`config.mk`:
```
export PLATFORM = sky130hd
export DESIGN_NAME = fetch_unit
export DESIGN_NICKNAME = d
export VERILOG_FILES = /design/src/rtl/fetch_unit_pkg.sv /design/src/rtl/fetch_unit.sv
export SDC_FILE = /design/constraint.sdc
export NUM_CORES = 1
export LEC_CHECK = 0
export ABC_CLOCK_PERIOD_IN_PS = 2000
export CAP_MARGIN = 30
export CORE_ASPECT_RATIO = 1.1
export CORE_UTILIZATION = 40
export DETAILED_ROUTE_END_ITERATION = 8
export GPL_TIMING_DRIVEN = 0
export PLACE_DENSITY = 0.79
export SYNTH_ARGS = -nofsm -noshare
export SYNTH_HDL_FRONTEND = slang
export SYNTH_SLANG_ARGS = --single-unit
```
`constraint.sdc`:
```
create_clock -name i_clk -period 2 [get_ports i_clk]
set_input_delay 0.2 -clock i_clk [delete_from_list [all_inputs] [get_ports i_clk]]
set_output_delay 0.2 -clock i_clk [all_outputs]
set_load 0.05 [all_outputs]
```
`src/rtl/fetch_unit_pkg.sv`:
```
// Shared encodings for the fetch unit: opcodes, RAM request codes,
// sequencer state encodings and the PC-advance rule.
package fetch_unit_pkg;

   // Opcodes (IR[3:0])
   localparam logic [3:0] OP_NOP = 4'h0;
   localparam logic [3:0] OP_ADD = 4'h1;
   localparam logic [3:0] OP_SUB = 4'h2;
   localparam logic [3:0] OP_LDA = 4'h3;
   localparam logic [3:0] OP_LD  = 4'h4;
   localparam logic [3:0] OP_ST  = 4'h5;
   localparam logic [3:0] OP_CBR = 4'h6;

   // RAM request codes from the control stage
   localparam logic [1:0] RAM_NONE  = 2'd0;
   localparam logic [1:0] RAM_READ  = 2'd1;
   localparam logic [1:0] RAM_WRITE = 2'd2;

   // Sequencer state encodings
   localparam logic [1:0] FS_FETCH = 2'd0;
   localparam logic [1:0] FS_EXEC  = 2'd1;
   localparam logic [1:0] FS_MEM   = 2'd2;

   typedef enum logic [1:0] {
      S_FETCH = FS_FETCH,
      S_EXEC  = FS_EXEC,
      S_MEM   = FS_MEM
   } fetch_state_t;

   // Next PC at commit: taken jump wins, LDA skips its immediate word.
   function automatic logic [31:0] next_pc(input logic [31:0] pc,
                                           input logic [3:0]  inst,
                                           input logic        do_jump,
                                           input logic [31:0] jump_addr);
      if (do_jump)
         return jump_addr;
      else if (inst == OP_LDA)
         return pc + 32'd2;
      else
         return pc + 32'd1;
   endfunction

endpackage

```
`src/rtl/fetch_unit.sv`:
```
// Instruction fetch sequencer: fetches a word at PC, holds it in IR while
// the control stage executes, optionally waits for a data access, then
// commits and advances PC.
module fetch_unit
   import fetch_unit_pkg::*;
#(
   parameter logic [31:0] RESET_PC = 32'd0
) (
   input  logic        i_clk,
   input  logic        i_rst,
   input  logic [31:0] i_ram_data,
   input  logic        i_ram_ack,
   input  logic [1:0]  i_ctl_ram_do,
   input  logic        i_do_jump,
   input  logic [31:0] i_jump_addr,
   output logic [31:0] o_pc,
   output logic [31:0] o_pc_inc,
   output logic        o_fetch_req,
   output logic        o_ram_sel,
   output logic [3:0]  o_inst,
   output logic [3:0]  o_r0_sel,
   output logic [3:0]  o_r1_sel,
   output logic        o_exec_we,
   output logic        o_busy
);

   fetch_state_t state;
   logic [31:0]  pc;
   logic [31:0]  ir;
   logic         commit;
   logic         ir_hi_unused;

   // Commit happens in S_EXEC without a data access, or on the ack of S_MEM;
   // jump inputs are only looked at in that cycle.
   always_comb begin
      commit = 1'b0;
      if (state == S_EXEC && i_ctl_ram_do == RAM_NONE)
         commit = 1'b1;
      else if (state == S_MEM && i_ram_ack)
         commit = 1'b1;
   end

   // Sequencer: state, PC and IR registers.
   always_ff @(posedge i_clk or posedge i_rst) begin
      if (i_rst) begin
         state <= S_FETCH;
         pc    <= RESET_PC;
         ir    <= '0;
      end else begin
         case (state)
            S_FETCH: begin
               if (i_ram_ack) begin
                  ir    <= i_ram_data;
                  state <= S_EXEC;
               end
            end
            S_EXEC: begin
               if (commit) begin
                  pc    <= next_pc(pc, ir[3:0], i_do_jump, i_jump_addr);
                  state <= S_FETCH;
               end else begin
                  state <= S_MEM;
               end
            end
            S_MEM: begin
               if (commit) begin
                  pc    <= next_pc(pc, ir[3:0], i_do_jump, i_jump_addr);
                  state <= S_FETCH;
               end
            end
            default: state <= S_FETCH;
         endcase
      end
   end

   assign o_pc        = pc;
   assign o_pc_inc    = pc + 32'd1;
   assign o_fetch_req = (state == S_FETCH);
   assign o_ram_sel   = (state == S_MEM) ||
                        (state == S_EXEC && i_ctl_ram_do != RAM_NONE);
   assign o_inst      = ir[3:0];
   assign o_r0_sel    = ir[7:4];
   assign o_r1_sel    = ir[11:8];
   assign o_exec_we   = commit;
   assign o_busy      = (state != S_EXEC);

   assign ir_hi_unused = ^ir[31:12];

endmodule
```
==> impl_metrics.ini, run 1 <==
[synth]
synth_compound_area_frac = 0.237
ys.flop_type = dfrtp_1
seq_area_frac_synth = 0.317
synth_nets = 515
synth_top_area_cell = dfrtp_1
synthCells = 440
synth_edf_count = 0
synth.area.top_cells = dfrtp_1 32%, a21oi_1 5.5%, nand2_1 4.1%
yosysWarnings = 0
synth.top_cell.area_share = 0.317
syn-mean-instance-area_um2 = 8.24
synth_top_family_by_area = simple AND/OR/NAND/NOR gates
synth_adder_area_share = 0.0173
synth_area_um2 = 3630
synth.area.mux_share = 0.0511
ys_types = 71
synthSimpleGateAreaFrac = 0.243
synthXorXnorAreaFrac = 0.0725
ys_ff_latch = 46
async_flop_share = 1.00

[hold_path]
hold_path.class = in -> async

[grt]
antenna_found_initial = 0
gr-total-overflow = 0
grt_pass1_wl_um = 26400
grt_max_degree = 26
grt_usage = 0.364
grt_pass1_vias = 5051

[critical_path]
cp_max_fo = 6
slowest_delay_ns = 0.63
path_class = reg -> out
critPathTopFamily = simple AND/OR/NAND/NOR gates
worst-path-buf-inv = 3
worst_setup_path_start_kind = flip-flop
rrSetupSlack_ns = -0.36
crit_top_cell = buf_6
arrival_ns = 2.27
required_ns = 1.80
crit_chain = buf_8 > nand3_4 > or4_4 > buf_6 > nor3_4 > xor2_2 > buf_6
crit_path_end_kind = output port
cp_slowest_cell = or4_4

[timing]
rsz0062_at_grt = yes
final-setup-viol-count = 34
fin_crit_ns = 2.47
fin_setup_tns_ns = -8.90
whs_ns = 0.231
finalCritPeriodShare = 1.24
setup_ws_ns = -0.472
fmax_ghz = 0.404
clock-skew-final_ns = 0.0105
slew_violations = 0
worstMarginPinSlew_ns = 0.666
slew-limit-headroom = 0.556
final_hold_viol_count = 0

[clock_network]
cts.sinks = 46
cts.clk_slew.worst_paths_ns = 0.11
clock-root-buffer = clkbuf_8
postCtsHoldBufs = 0
h-tree-depth = 2
numCtsBuffers = 5
clk_latency_ns = 0.32
cts_buffer_depth = 2
cts_tree = done

[run_status]
violations = negative setup slack
status = complete, but fails checks

[routing]
postRouteAntennaNets = 0
drc_errors = 0
wire_per_inst_um = 23.3
vias = 5199
dr.pass1.iters = 5
via_per_inst = 6.45
drt_iter0_drc = 543
wl_um = 18800

[finish]
fillCellCount = 471
diodes = 0
finalInstanceArea_um2 = 7440
most-common-layout-cells = 99 x buf_4, 89 x clkdlybuf4s50_1, 62 x buf_6
nets = 766
drive_gt1_frac = 0.517
final_common_cell = buf_4
area_delta_synth_final_pct = 105

[floorplan]
fp.dieW_um = 92.8
start_util = 0.411
fp.dieArea_um2 = 9450
die_height_um = 102
ios = 150
coreArea_um2 = 8830
rows = 36

[power]
p_per_area_nw_per_um2 = 1670
ir_drop_uv = 1380
leakagePower_nw = 3.11

[place]
gp_congestion = 0.936
dp_hpwl_um = 10400
io_buffers = 129
pre_cts_slack_ns = -1.31
place_area_um2 = 5790

[flow_run]
maxCapViolations = 0
flip-flops by register name, indices dropped and copies added (netlist names):
| signal | cells |
|---|---|
| o_pc | 32 |
| ir | 12 |
| state | 2 |
worst register-to-register path, cell delays in order (launching register included):
cell	delay, ns
dfrtp_2	0.40
buf_8	0.13
nand3_4	0.08
or4_4	0.64
buf_4	0.19
buf_6	0.10
buf_6	0.12
o41ai_4	0.34
a21oi_2	0.11
a211oi_2	0.17
per-stage QoR:
stage / cells / power [W] / util
6_report: 806 / 0.0124 / 0.843
5_1_grt: 806 / 0.0128 / 0.843
4_1_cts: 780 / 0.0117 / 0.801
3_5_place_dp: 684 / 0.00973 / 0.656
3_3_place_gp: 683 / 0.00963 / 0.654
2_1_floorplan: 440 / 0.00742 / -
cell usage after synthesis, types with 4 or more instances:
library cell,count
dfrtp_1,46
a21oi_1,40
nand2_1,40
clkbuf_1,23
nor2_1,21
nor3_1,21
o21ai_0,21
nand4_1,17
xnor2_1,17
nand3_1,14
inv_1,13
xor2_1,13
buf_2,12
mux2_2,12
nor4_1,10
and2_1,6
o211ai_1,6
or4_1,6
and3_1,5
ha_1,5
mux2i_1,5
o22ai_1,5
o31ai_1,5
a211o_1,4
or3_1,4
cells by family (layout without fill, tap and decap cells):
| family | Yosys count | after routing |
|---|---|---|
| buffers and inverters | 53 | 305 |
| xor gates and xnor gates | 30 | 30 |
| DFF | 46 | 46 |
| AOI/OAI and AO/OA | 127 | 127 |
| and+or+nand+nor | 162 | 162 |
| muxes | 17 | 17 |
| adders and majority gates | 5 | 5 |
repair_timing:
item                                    4_1_cts  5_1_grt
buffers inserted                             90       38
pin swaps                                    52       43
gates cloned                                  0        0
endpoints found under the setup margin       68       59
resized for setup                           333       77
where the power goes:
part	total [W]	internal (W)	switching [W]
Clock	0.000763	0.000373	0.000390
Combinational	0.00958	0.00377	0.00581
Sequential	0.00205	0.00145	0.000603
metal layers:
layer,global-route usage,vias up,wire (um)
li1,-,2155,-
met1,0.433,2470,6530
met2,0.617,441,9150
met3,0.0595,133,1760
met4,0.225,0,1330
met5,0,-,0
final timing paths:
path | end | depth (start not counted) | from
max in group asynchronous | o_pc[11]$_DFFE_PP0P_ | 3 | i_rst
min in group i_clk | ir[11]$_DFFE_PP0P_ | 2 | i_ram_data[11]
worst min register to register | ir[8]$_DFFE_PP0P_ | 1 | ir[8]$_DFFE_PP0P_
worst min-delay path | ir[7]$_DFFE_PP0P_ | 2 | i_rst
worst max-delay path | o_pc_inc[25] | 7 | o_pc[15]$_DFFE_PP0P_
worst max register to register | o_pc[27]$_DFFE_PP0P_ | 9 | o_pc[15]$_DFFE_PP0P_
cell type report:
type	count	area, um^2	share of cell area
inverters	13	52.6	0.00706
well taps	114	143	0.0192
clock inverters	3	45.0	0.00605
repair buffers	255	2400	0.322
multi-input cells	341	3260	0.438
clock buffers	5	68.8	0.00925
flip-flops and latches	46	1200	0.161
plain buffers	29	275	0.0370
Power figures use the tool's default switching activity.
==> inputs of run 2 (changes only) <==
--- a/config.mk
+++ b/config.mk
@@ -9,6 +9,7 @@
 export CAP_MARGIN = 30
 export CORE_ASPECT_RATIO = 1.1
 export CORE_UTILIZATION = 40
+export CTS_CLUSTER_DIAMETER = 30
 export DETAILED_ROUTE_END_ITERATION = 8
 export GPL_TIMING_DRIVEN = 0
 export PLACE_DENSITY = 0.79
==> results of run 2 <==
Final layout, timing and power as in run 1 (identical DEF).
==> inputs of run 3 (changes only) <==
--- a/config.mk
+++ b/config.mk
@@ -6,7 +6,7 @@
 export NUM_CORES = 1
 export LEC_CHECK = 0
 export ABC_CLOCK_PERIOD_IN_PS = 2000
-export CAP_MARGIN = 30
+export CAP_MARGIN = 15
 export CORE_ASPECT_RATIO = 1.1
 export CORE_UTILIZATION = 40
 export CTS_CLUSTER_DIAMETER = 30
==> run 3 against run 2 <==
Compared with the run above:
- the flow still finishes with violations (negative setup slack)
- routed wire length unchanged
- fmax unchanged
- first-iteration DRC count unchanged
- cell area unchanged
- critical path depth unchanged
- worst setup slack unchanged
- worst hold slack unchanged
- via count unchanged
- final cell count unchanged
- sequential power about the same
- critical path type unchanged
- largest power group unchanged
==> impl_metrics.ini, run 3 (synthesized netlist as in run 1, its figures left out) <==
[finish]
multi_input_area_um2 = 3260
area_delta_synth_final_pct = 105
drive_gt1_frac = 0.517
largest_reg_flops = 32
most-common-layout-cells = 99 x buf_4, 89 x clkdlybuf4s50_1, 62 x buf_6
seqCellArea_um2 = 1200
fillCellCount = 471
diodes = 0
fin_cells = 806
nets = 766
final_common_cell = buf_4

[clock_network]
h-tree-depth = 2
clock-root-buffer = clkbuf_8
clk_latency_ns = 0.32
numCtsBuffers = 5
cts_buffer_depth = 2
cts.sinks = 46
postCtsHoldBufs = 0
cts.clk_slew.worst_paths_ns = 0.11
cts_tree = done

[critical_path]
r2r_start = o_pc[15]$_DFFE_PP0P_
slowest_delay_ns = 0.63
path_class = reg -> out
cp_max_fo = 6
crit_top_cell = buf_6
arrival_ns = 2.27
required_ns = 1.80
startpoint = o_pc[15]$_DFFE_PP0P_
worst_setup_path_start_kind = flip-flop
cp_slowest_cell = or4_4
crit_path_end_kind = output port
crit_chain = buf_8 > nand3_4 > or4_4 > buf_6 > nor3_4 > xor2_2 > buf_6

[timing]
finalCritPeriodShare = 1.24
rsz0062_at_grt = yes
fin_setup_tns_ns = -8.90
clock-skew-final_ns = 0.0105
fmax_ghz = 0.404
setup_ws_ns = -0.472
final-setup-viol-count = 34
final_hold_viol_count = 0
worstMarginPinSlew_ns = 0.666
fin_crit_ns = 2.47
slew-limit-headroom = 0.556
slew_violations = 0

[floorplan]
start_util = 0.411
fp.dieArea_um2 = 9450
die_height_um = 102
ios = 150
coreArea_um2 = 8830
rows = 36
fp.dieW_um = 92.8

[routing]
drt_iter0_drc = 543
postRouteAntennaNets = 0
via_per_inst = 6.45
vias = 5199
wl_um = 18800
drc_errors = 0
dr.pass1.iters = 5
wire_per_inst_um = 23.3

[grt]
grt_pass1_vias = 5051
antenna_found_initial = 0
grt_usage = 0.364
grt_max_degree = 26
gr-total-overflow = 0
grt_pass1_wl_um = 26400

[hold_path]
hold_path.class = in -> async

[power]
ir_drop_uv = 1380
p_clk_frac = 0.062
leakagePower_nw = 3.11
swShare = 0.549
p_sw_w = 0.00680
p_seq_frac = 0.165
p_int_w = 0.00559
p_per_area_nw_per_um2 = 1670
power_frac_comb = 0.773

[place]
gp_congestion = 0.936
dp_hpwl_um = 10400
io_buffers = 129
placed_cells = 684

[run_status]
violations = negative setup slack
status = complete, but fails checks

[flow_run]
maxCapViolations = 0
[run 3: cell counts in the layout (fill, tap and decap cells not counted)]
No cell type changed its count.
[run 3: repair_timing]
action,4_1_cts,5_1_grt
pin swaps,52,43
resized for setup,333,77
setup buffers,90,38
setup endpoints to repair,68,59
[run 3: worst max-delay path: cells and delay by family, from the launching register on]
family / cells / cell delay [ns]
AND/OR/NAND/NOR: 3 / 0.84
buffers and inverters: 3 / 0.49
flip-flops: 1 / 0.40
XOR/XNOR: 1 / 0.22
[run 3: area by class of cell]
cell class | count | area share
Multi-Input combinational cell | 341 | 0.438
Timing Repair Buffer | 255 | 0.322
Sequential cell | 46 | 0.161
Buffer | 29 | 0.0370
Tap cell | 114 | 0.0192
Clock buffer | 5 | 0.00925
Inverter | 13 | 0.00706
Clock inverter | 3 | 0.00605
[run 3: routing by layer]
layer,up-vias,GRT usage,wire length (um)
met1,2470,0.433,6530
met5,-,0,0
met4,0,0.225,1330
met2,441,0.617,9150
li1,2155,-,-
met3,133,0.0595,1760
[run 3: worst paths after layout]
path	slack, ns	end	cells after the start
min in group i_clk	0.49	ir[11]$_DFFE_PP0P_	2
max in group asynchronous	1.20	o_pc[11]$_DFFE_PP0P_	3
worst max register to register	-0.36	o_pc[27]$_DFFE_PP0P_	9
worst min-delay path	0.23	ir[7]$_DFFE_PP0P_	2
worst max-delay path	-0.47	o_pc_inc[25]	7
worst min register to register	0.52	ir[8]$_DFFE_PP0P_	1
[run 3: metrics by stage]
| stage | hold WS, ns | util | power [W] | setup WS, ns | area [um^2] |
|---|---|---|---|---|---|
| 3_5_place_dp | 0.497 | 0.656 | 0.00973 | -1.31 | 5790 |
| 6_report | 0.231 | 0.843 | 0.0124 | -0.472 | 7440 |
| 5_1_grt | 0.293 | 0.843 | 0.0128 | -0.531 | 7440 |
| 2_1_floorplan | 0.297 | - | 0.00742 | -0.522 | 4340 |
| 4_1_cts | 0.248 | 0.801 | 0.0117 | -0.453 | 7070 |
| 3_3_place_gp | 0.489 | 0.654 | 0.00963 | -1.26 | 5770 |
[run 3: power by group through the flow]
stage / Clock, W / Combinational (W) / Sequential [W]
after detailed placement: 0 / 0.00757 / 0.00215
after global routing: 0.000790 / 0.00991 / 0.00207
after CTS: 0.000756 / 0.00897 / 0.00195
final: 0.000763 / 0.00958 / 0.00205
after global placement: 0 / 0.00750 / 0.00213
after floorplan: 0 / 0.00388 / 0.00355
